## config.mk

```make
export PLATFORM = sky130hd
export DESIGN_NAME = pwm_multi_channel
export DESIGN_NICKNAME = d
export VERILOG_FILES = /design/src/rtl/pwm_pkg.sv /design/src/rtl/pwm_channel_compare.sv /design/src/rtl/pwm_multi_channel.sv
export SDC_FILE = /design/constraint.sdc
export NUM_CORES = 1
export LEC_CHECK = 0
export ABC_AREA = 0
export CAP_MARGIN = 10
export CORE_MARGIN = 8
export CORE_UTILIZATION = 52
export DETAILED_ROUTE_END_ITERATION = 10
export PLACE_DENSITY = 0.72
export SLEW_MARGIN = 20
export SYNTH_ARGS = -nofsm -noshare
export SYNTH_HDL_FRONTEND = slang
export SYNTH_SLANG_ARGS = --single-unit
```

## constraint.sdc

```tcl
create_clock -name clock_i -period 3.05 [get_ports clock_i]
set_input_delay 0.61 -clock clock_i [delete_from_list [all_inputs] [get_ports clock_i]]
set_output_delay 0.61 -clock clock_i [all_outputs]
set_load 0.02 [all_outputs]
```

## src/rtl/pwm_pkg.sv

```systemverilog
`default_nettype none
// ============================================================================
//  Module   : pwm_pkg
//  Purpose  : Shared encodings for the multi-channel PWM block: alignment
//             mode, count direction, timebase FSM states and default width.
//  Ports    : none (package)
//  Revision : 1.0  initial release
// ============================================================================
package pwm_pkg;

  localparam int   DEFAULT_WIDTH = 8;

  localparam logic MODE_EDGE     = 1'b0;
  localparam logic MODE_CENTER   = 1'b1;

  localparam logic DIR_UP        = 1'b0;
  localparam logic DIR_DOWN      = 1'b1;

  // Timebase FSM. IDLE is held while disabled; it counts like UP once
  // enable returns, so the first enabled cycle sees counter 0.
  typedef enum logic [1:0] {
    TB_IDLE = 2'd0,
    TB_UP   = 2'd1,
    TB_DOWN = 2'd2
  } tb_state_e;

endpackage
`default_nettype wire

```

## src/rtl/pwm_channel_compare.sv

```systemverilog
`default_nettype none
// ============================================================================
//  Module   : pwm_channel_compare
//  Purpose  : One PWM channel. Holds the active duty and polarity for the
//             channel and registers (count < duty) ^ polarity into the pin.
//  Ports    : clock_i      system clock
//             reset_n_i    synchronous active-low reset
//             enable_i     timebase running; when low the pin idles
//             commit_i     load duty_i/polarity_i into the active registers
//             duty_i       duty value to commit
//             polarity_i   polarity value to commit (1 = active-low)
//             count_i      shared timebase counter
//             pwm_o        registered PWM output
//  Revision : 1.0  initial release
// ============================================================================
module pwm_channel_compare #(
  parameter int WIDTH = 8
) (
  input  logic             clock_i,
  input  logic             reset_n_i,
  input  logic             enable_i,
  input  logic             commit_i,
  input  logic [WIDTH-1:0] duty_i,
  input  logic             polarity_i,
  input  logic [WIDTH-1:0] count_i,
  output logic             pwm_o
);

  logic [WIDTH-1:0] duty_q;
  logic             pol_q;
  logic             pwm_q;
  logic             pwm_d;

  // While disabled the pin rests at its inactive level, which equals the
  // polarity bit itself.
  always_comb begin
    pwm_d = pol_q;
    if (enable_i) begin
      pwm_d = (count_i < duty_q) ^ pol_q;
    end
  end

  always_ff @(posedge clock_i) begin
    if (!reset_n_i) begin
      duty_q <= '0;
      pol_q  <= 1'b0;
      pwm_q  <= 1'b0;
    end else begin
      pwm_q <= pwm_d;
      if (commit_i) begin
        duty_q <= duty_i;
        pol_q  <= polarity_i;
      end
    end
  end

  assign pwm_o = pwm_q;

endmodule
`default_nettype wire

```

## src/rtl/pwm_multi_channel.sv

```systemverilog
`default_nettype none
// ============================================================================
//  Module   : pwm_multi_channel
//  Purpose  : CHANNELS PWM outputs on one shared timebase. Configuration is
//             staged on load and committed only at a period boundary (or at
//             once while disabled) so outputs never glitch.
//  Ports    : clock_i        system clock
//             reset_n_i      synchronous active-low reset
//             enable_i       1 = run timebase, 0 = idle
//             load_i         one-cycle strobe capturing the config inputs
//             mode_i         0 = edge-aligned, 1 = center-aligned
//             period_i       top count P
//             duty_i         packed per-channel duty, WIDTH bits each
//             polarity_i     per-channel polarity, 1 = active-low
//             pwm_output_o   registered PWM outputs
//             period_done_o  one-cycle pulse marking the final period cycle
//  Revision : 1.0  initial release
// ============================================================================
module pwm_multi_channel
  import pwm_pkg::*;
#(
  parameter int WIDTH    = DEFAULT_WIDTH,
  parameter int CHANNELS = 4
) (
  input  logic                      clock_i,
  input  logic                      reset_n_i,
  input  logic                      enable_i,
  input  logic                      load_i,
  input  logic                      mode_i,
  input  logic [WIDTH-1:0]          period_i,
  input  logic [CHANNELS*WIDTH-1:0] duty_i,
  input  logic [CHANNELS-1:0]       polarity_i,
  output logic [CHANNELS-1:0]       pwm_output_o,
  output logic                      period_done_o
);

  tb_state_e                 state_q, state_d;
  logic [WIDTH-1:0]          count_q, count_d;

  logic                      mode_q;
  logic [WIDTH-1:0]          period_q;

  logic                      stg_mode_q;
  logic [WIDTH-1:0]          stg_period_q;
  logic [CHANNELS*WIDTH-1:0] stg_duty_q;
  logic [CHANNELS-1:0]       stg_pol_q;
  logic                      pending_q;

  logic                      period_done_q;

  logic                      dir;
  logic                      last_cycle;
  logic                      commit;
  logic                      src_mode;
  logic [WIDTH-1:0]          src_period;
  logic [CHANNELS*WIDTH-1:0] src_duty;
  logic [CHANNELS-1:0]       src_pol;

  assign dir = (state_q == TB_DOWN) ? DIR_DOWN : DIR_UP;

  // Final cycle of the current period. In center mode with P<=1 there is
  // no down leg, so the top count itself ends the period.
  always_comb begin
    last_cycle = 1'b0;
    if (enable_i) begin
      if (mode_q == MODE_EDGE) begin
        last_cycle = (count_q == period_q);
      end else begin
        last_cycle = ((dir == DIR_DOWN) && (count_q == WIDTH'(1))) ||
                     ((count_q == period_q) && (period_q < WIDTH'(2)));
      end
    end
  end

  // A load in the boundary cycle bypasses staging so its values commit at
  // that same boundary. A disabled timebase is always at a boundary.
  assign commit     = (last_cycle || !enable_i) && (pending_q || load_i);
  assign src_mode   = load_i ? mode_i     : stg_mode_q;
  assign src_period = load_i ? period_i   : stg_period_q;
  assign src_duty   = load_i ? duty_i     : stg_duty_q;
  assign src_pol    = load_i ? polarity_i : stg_pol_q;

  // Timebase next state. count_q never exceeds period_q, so the increment
  // only happens below P and cannot overflow at P = 2^WIDTH-1.
  always_comb begin
    state_d = state_q;
    count_d = count_q;
    if (!enable_i) begin
      state_d = TB_IDLE;
      count_d = '0;
    end else if (last_cycle) begin
      state_d = TB_UP;
      count_d = '0;
    end else if ((mode_q == MODE_CENTER) && (dir == DIR_DOWN)) begin
      state_d = TB_DOWN;
      count_d = count_q - WIDTH'(1);
    end else if ((mode_q == MODE_CENTER) && (count_q == period_q)) begin
      state_d = TB_DOWN;
      count_d = count_q - WIDTH'(1);
    end else begin
      state_d = TB_UP;
      count_d = count_q + WIDTH'(1);
    end
  end

  always_ff @(posedge clock_i) begin
    if (!reset_n_i) begin
      state_q       <= TB_IDLE;
      count_q       <= '0;
      mode_q        <= MODE_EDGE;
      period_q      <= '1;
      stg_mode_q    <= MODE_EDGE;
      stg_period_q  <= '1;
      stg_duty_q    <= '0;
      stg_pol_q     <= '0;
      pending_q     <= 1'b0;
      period_done_q <= 1'b0;
    end else begin
      state_q       <= state_d;
      count_q       <= count_d;
      period_done_q <= last_cycle;
      if (load_i) begin
        stg_mode_q   <= mode_i;
        stg_period_q <= period_i;
        stg_duty_q   <= duty_i;
        stg_pol_q    <= polarity_i;
        pending_q    <= 1'b1;
      end
      // Placed after the staging update so a commit always clears pending.
      if (commit) begin
        mode_q    <= src_mode;
        period_q  <= src_period;
        pending_q <= 1'b0;
      end
    end
  end

  for (genvar gi = 0; gi < CHANNELS; gi++) begin : g_chan
    pwm_channel_compare #(
      .WIDTH(WIDTH)
    ) u_cmp (
      .clock_i    (clock_i),
      .reset_n_i  (reset_n_i),
      .enable_i   (enable_i),
      .commit_i   (commit),
      .duty_i     (src_duty[gi*WIDTH +: WIDTH]),
      .polarity_i (src_pol[gi]),
      .count_i    (count_q),
      .pwm_o      (pwm_output_o[gi])
    );
  end

  assign period_done_o = period_done_q;

endmodule
`default_nettype wire

```

* Word level (Yosys, flattened, before mapping) *
Index checks and enable logic that the tools add are counted.

word-level totals
  flip-flop bits (word level) = 106
  input port bits = 49
  output and inout bits = 5
  word-level logic and storage cells = 67

operators by class
  $add $sub $neg = 2
  magnitude comparators = 5
  equal/unequal tests = 3
  multiplexer cells = 16
  bitwise gates (word level) = 6
  reduce and logical (&&, ||, !) cells = 12

operators with widths
  cell                   number
  $lt A8 B8 Y1           4
  $mux W32               1
  $mux W8                3
  $mux W1                9
  $add A8 B1 Y8 const B  1
  $eq A8 B1 Y1 const B   1
  $eq A8 B8 Y1           1
  $lt A8 B2 Y1 const B   1
  $sub A8 B1 Y8 const B  1
  $logic_and A1 B1 Y1    5
  $mux W2                2
  $mux W4                1
  $xor A1 B1 Y1          4
  $logic_or A1 B1 Y1     3
  $reduce_or A3 Y1       1
  $eq A2 B2 Y1 const B   1
  $not A1 Y1             2
  $reduce_and A2 Y1      1
  $reduce_or A2 Y1       1
  $logic_not A1 Y1       1

* Logic depth before layout (Yosys ltp) *
  word-level depth = 9
  mapped depth = 10
  gate-level depth less buffers = 7

* Hierarchy *
A second synthesis with hierarchy kept.

second synthesis, totals
  cell total of the unflattened synthesis = 509
  area, all modules = 5190.0 sq um

modules (own cells, without submodules)
  module               times used  cells each  area each (sq um)  sequential area each (sq um)
  pwm_multi_channel    1           269         2842.7             1321.3
  pwm_channel_compare  4           60          586.8              200.2

* Worst setup path before layout *
OpenSTA, ideal clock, no wires.

  path kind = register to register
  from = register count_q[2]
  to = register g_chan[0].u_cmp.duty_q[0]
  library setup time = 0.116 ns
  data arrival time = 1.957 ns
  data required time = 2.934 ns
  setup slack = 0.977 ns
  stages on the path, launching flop included = 10
  buffers on the path = 3
  period minus slack after synthesis = 2.073 ns
  cell sequence = dfxtp_1 -> buf_2 -> or2_1 -> or3_4 -> nor4_4 -> o32a_2 -> buf_6 -> buf_6 -> nand2_1 -> o211a_1

on the way
  word-level cells in the longest chain between the ends = 7
  elaborated cells on any way between the ends = 9
  classes of those cells = eq/ne (2); mux (2); reduce/logical (5)

RTL lines
  item                                                 line                                                                       RTL
  start: declaration                                   pwm_multi_channel.sv:38                                                    logic [WIDTH-1:0] count_q, count_d;
  start signal: assignment                             pwm_multi_channel.sv:120                                                   count_q <= count_d;
  $eq A8 B1 Y1 / $eq A8 B8 Y1 (equally long branches)  pwm_multi_channel.sv:69, pwm_multi_channel.sv:67, pwm_multi_channel.sv:70
  $logic_and A1 B1 Y1, on equally long branches        pwm_multi_channel.sv:69, pwm_multi_channel.sv:70
  $logic_or A1 B1 Y1                                   pwm_multi_channel.sv:69                                                    last_cycle = ((dir == DIR_DOWN) && (count_q == WIDTH'(1))) ||
  $mux W1 *                                            pwm_multi_channel.sv:66                                                    if (mode_q == MODE_EDGE) begin
  $mux W1 *                                            pwm_multi_channel.sv:65                                                    if (enable_i) begin
  $logic_or A1 B1 Y1 *                                 pwm_multi_channel.sv:77                                                    assign commit = (last_cycle || !enable_i) && (pending_q || load_i);
  $logic_and A1 B1 Y1 *                                pwm_multi_channel.sv:77
  end signal: assignment                               pwm_channel_compare.sv:51                                                  duty_q <= duty_i;
  end: declaration                                     pwm_channel_compare.sv:29                                                  logic [WIDTH-1:0] duty_q;

Every way passes the cells marked *; elsewhere a longest branch is shown, timed or not.
A chain may end at the register's enable or synchronous reset.

* Worst setup path in the final report *
  from = register count_q[0]
  to = register count_q[5]

on the way
  word-level cells in the longest chain between the ends = 6
  elaborated cells on any way between the ends = 13
  classes of those cells = add/sub (2); eq/ne (2); mux (4); reduce/logical (5)

RTL lines
  item
  branches (longest 6 deep; another with $add A8 B1 Y8)

Parallel ways; which one is timed is not known.

==> impl.org <==
** Critical path
- Master of the slowest instance on the critical path :: o21ai_0
- Broken down by cell family, the worst path's largest delay share belongs to compound AO/OA/AOI/OAI gates.
- In this run the worst path has a maximum fanout of 14.
- Data on the critical path arrives at its endpoint at 2.70 ns.
- STA puts the critical path data required time at 3.33 ns.
- The worst setup path is launched from a register.
- By startpoint and endpoint, the worst setup path is classified as register to register.
- Traced cell by cell, the critical path runs through xnor2_1 > nand4_1 > o21ai_0 > a21oi_1 > o21a_1 > nor3_1.
- Slack of the worst reg-to-reg path :: 0.63 ns
- Count of buffering cells on the critical path with inverters included :: 0
- Capturing element type of the critical path :: register
- In this design, the stage delay of the slowest critical-path cell is 0.70 ns.

** Clocking
- Setup Buffers After CTS :: 0
- # H-tree levels :: 3
- Clock latency on the worst-skew pair :: 0.37 ns
- Maximum number of buffers from clock root to sink :: 2
- Clock-pin slew on the worst setup and hold paths :: 0.10 ns
- Buffers inserted during clock tree synthesis total 9.
- Clock tree from TritonCTS :: yes
- Clock Sink Count :: 106
- Post-cts sizing count :: 0
- CTS placed an instance of clkbuf_8 at the clock tree root.
- Hold bufs inserted after CTS :: 0

** STA
- Highest clock rate :: 412.7 MHz
- Slew Viols, Final :: 0
- Final period util :: 0.7945
- The clock arrives with 0.01502 ns of skew.
- At the pin with the least slew margin, the transition time is 0.8292 ns.
- For the final routed database, the setup TNS stands at 0 ns.
- Time the final worst path needs with I/O delays and setup :: 2.423 ns
- Number of failing hold endpoints at the final stage :: 0
- Slew headroom :: 0.4414
- # setup viols final :: 0
- Setup repair after global routing left no endpoint under its margin.

** Detailed routing
- The detailed router finished its first iteration with 193 violations.
- Detailed-route DRC error count :: 0
- Routed wire length :: 9693 um
- The first detailed-routing pass took 6 iterations.
- Via-to-Cell Ratio :: 5.405
- After detailed routing, the average wire length per cell comes to 14.58 um.
- In this run the remaining antenna-violating nets after routing total 0.
- Summing over every cut layer, the via total after detailed routing is 3594.

** Global routing
- Summed over all layers, the global routing overflow is 0.
- Number of global-route vias before repair :: 3553
- Maximum number of pins on one net before global-route repair :: 75
- The first global-routing pass estimated 16590 um of wire.
- Across every metal layer, demand over resource in global routing totals 0.1569.
- Number of antenna violations at the first check in global routing :: 0

** Die
- The die is 113.3 um tall.
- The floorplan has 35 rows.
- Total Die Area :: 12830 um2
- The region available for standard cell placement spans 9196 um2.
- In this run the count of I/O pins placed on the die edge is 54.
- In this run the horizontal extent of the chip is 113.3 um.
- Effective utilization at floorplan :: 0.5350

** Synth
- The most used flip-flop cell after synthesis is dfxtp_1.
- In this run the cell area of the synthesized design comes to 4920 um2.
- The share of the Yosys chip area taken by registers is 0.4313.
- Average cell area after synthesis :: 9.647 um2
- Synthesis produced a netlist with a net count of 590.
- Warnings, synthesis :: 0
- Counting flops with a built-in enable in the synthesized netlist gives 0.
- The synthesized netlist contains 42 unique library cells.
- Synthesis produced 510 cells.
- Counting flops and latches in the post-synthesis netlist gives 106.
- Proportion of register bits with asynchronous set or reset after synthesis :: 0

** Cells and area
- Final standard cell utilization of the core :: 0.6184
- The final layout contains 629 nets.
- The filler cells instantiated in the layout total 777.
- Area of all placed cells without fillers :: 5687 um2
- Of the cells placed in the final design, the portion with a size suffix greater than 1 is 0.05054.
- From synthesis to final layout, the design area changed by 15.59%.
- Total area of multi-input combinational cells :: 2476 um2
- Antenna cells :: 0
- Area of all sequential standard cells :: 2122 um2

** Worst hold path
- Class of the tightest hold or removal check :: register to register

** Placement
- Area of placed instances :: 5461 um2
- Final weighted congestion in routability-driven placement :: 0.8548
- After legalization and detailed placement, the total HPWL measured 6866 um.
- Port-buffer cells :: 53

** Pwr
- For this design the static power due to leakage is 2.705 nW.
- Across the VDD grid, the largest voltage drop is 0.0002949 V.
- Total power density per cell area :: 504.2 nW/um2

** Run
- Total of max-cap violations :: 0

** Status
- The flow ran to the end, and the final reports show no timing, DRC or antenna violations.
## placed cells by master, fill, tap and decap left out, drive strengths merged, types with 4 or more instances in the layout
master         netlist  routed
dfxtp              106     106
nand2               61      61
clkdlybuf4s50        0      51
mux2i               45      45
inv                 37      39
nor2b               37      37
o211a               37      37
ha                  31      31
a21oi               18      18
o21ai               13      13
nor3                 9       9
nor2                 9       9
o211ai               9       9
clkbuf              12       9
buf                 20       9
xnor2                8       8
nand4                7       7
nand3                6       6
nand2b               5       5
xor2                 5       5
and2                 5       5
and4                 4       4
a2111oi              4       4
nor3b                4       4
## stage by stage
stage                     total power [mW]  hold WS [ns]  setup WS, ns  cells
after floorplan                      1.804        0.4379        0.9768    510
after global placement               1.916        0.4552        0.7564    649
after detailed placement             1.928        0.4562        0.7285    649
after CTS                            2.896        0.4831        0.6741    665
after global routing                 3.003        0.5025        0.4999    665
final                                2.867        0.4829        0.6268    665
## cell usage after synthesis (2+ instances only)
cell / n / share of area
buf_2: 4 / 0.0041
dfxtp_1: 106 / 0.43
buf_6: 4 / 0.0092
nand2_1: 61 / 0.047
inv_1: 37 / 0.028
mux2i_1: 45 / 0.092
nand3b_1: 2 / 0.0031
o21a_1: 2 / 0.0031
a2111oi_0: 4 / 0.0071
nor2_1: 9 / 0.0069
xor2_1: 5 / 0.0089
nor4_1: 2 / 0.0025
buf_1: 5 / 0.0038
nor2b_1: 37 / 0.047
a21oi_1: 18 / 0.018
clkbuf_1: 11 / 0.0084
and2_1: 5 / 0.0064
ha_1: 31 / 0.079
o211ai_1: 9 / 0.014
o211a_1: 37 / 0.075
and4_1: 4 / 0.0071
o21ai_0: 13 / 0.013
buf_4: 7 / 0.011
nor3b_1: 4 / 0.0061
nand4_1: 7 / 0.0089
nand3_1: 6 / 0.0061
nand2b_1: 5 / 0.0064
xnor2_1: 8 / 0.014
nor3_1: 9 / 0.0092
## metal layers
layer / GRT usage / wire [um] / up-vias / part of all wire
met3: 0.03834 / 508 / 10 / 0.052
met4: 0.06039 / 130 / 0 / 0.013
met1: 0.2044 / 4751 / 1680 / 0.49
met5: 0 / 0 / - / 0
met2: 0.2444 / 4302 / 70 / 0.44
li1: - / - / 1834 / -
## final cells by class
cell class                      instances  share of cell area
Tap cell                              111             0.02442
Sequential cell                       106              0.3732
Clock inverter                          7             0.01782
Inverter                               37             0.02442
Timing Repair Buffer                   60              0.1030
Clock buffer                            9             0.02178
Multi-Input combinational cell        335              0.4354
## report_power, final
group / leakage, nW / internal [mW] / total (mW) / switching, mW
Combinational: 1.72 / 0.197 / 0.375 / 0.178
Clock: 0.112 / 0.471 / 0.974 / 0.503
Sequential: 0.874 / 1.47 / 1.52 / 0.0456
## sequential cells by signal, summed over array words and instances (netlist names)
signal,count
stg_duty_q,32
g_chan.u_cmp.pwm_o,4
stg_period_q,8
period_q,8
pending_q,1
count_q,8
stg_pol_q,4
g_chan.u_cmp.pol_q,4
mode_q,1
period_done_o,1
g_chan.u_cmp.duty_q,32
stg_mode_q,1
state_q,2
## final timing paths
| path | start | to | cells after the start |
|---|---|---|---|
| worst max register to register | count_q[0] | count_q[5] | 6 |
| worst max-delay path | count_q[0] | count_q[5] | 6 |
| worst min-delay path | stg_period_q[3] | stg_period_q[3] | 2 |
| worst min register to register | stg_period_q[3] | stg_period_q[3] | 2 |
## worst register-to-register path: stages, from the launching register on
cell	delay [ns]
dfxtp_1	0.69
xnor2_1	0.21
nand4_1	0.17
o21ai_0	0.70
a21oi_1	0.20
o21a_1	0.22
nor3_1	0.15
## cell families after synthesis
group                      Yosys count  share of synthesized area
and+or+nand+nor                    158                     0.1699
DFF                                106                     0.4313
buffers and inverters               69                    0.06536
xor gates and xnor gates            13                    0.02314
muxes                               45                    0.09156
adders and majority gates           31                    0.07884
AOI/OAI and AO/OA                   88                     0.1399
Power figures use the tool's default switching activity.
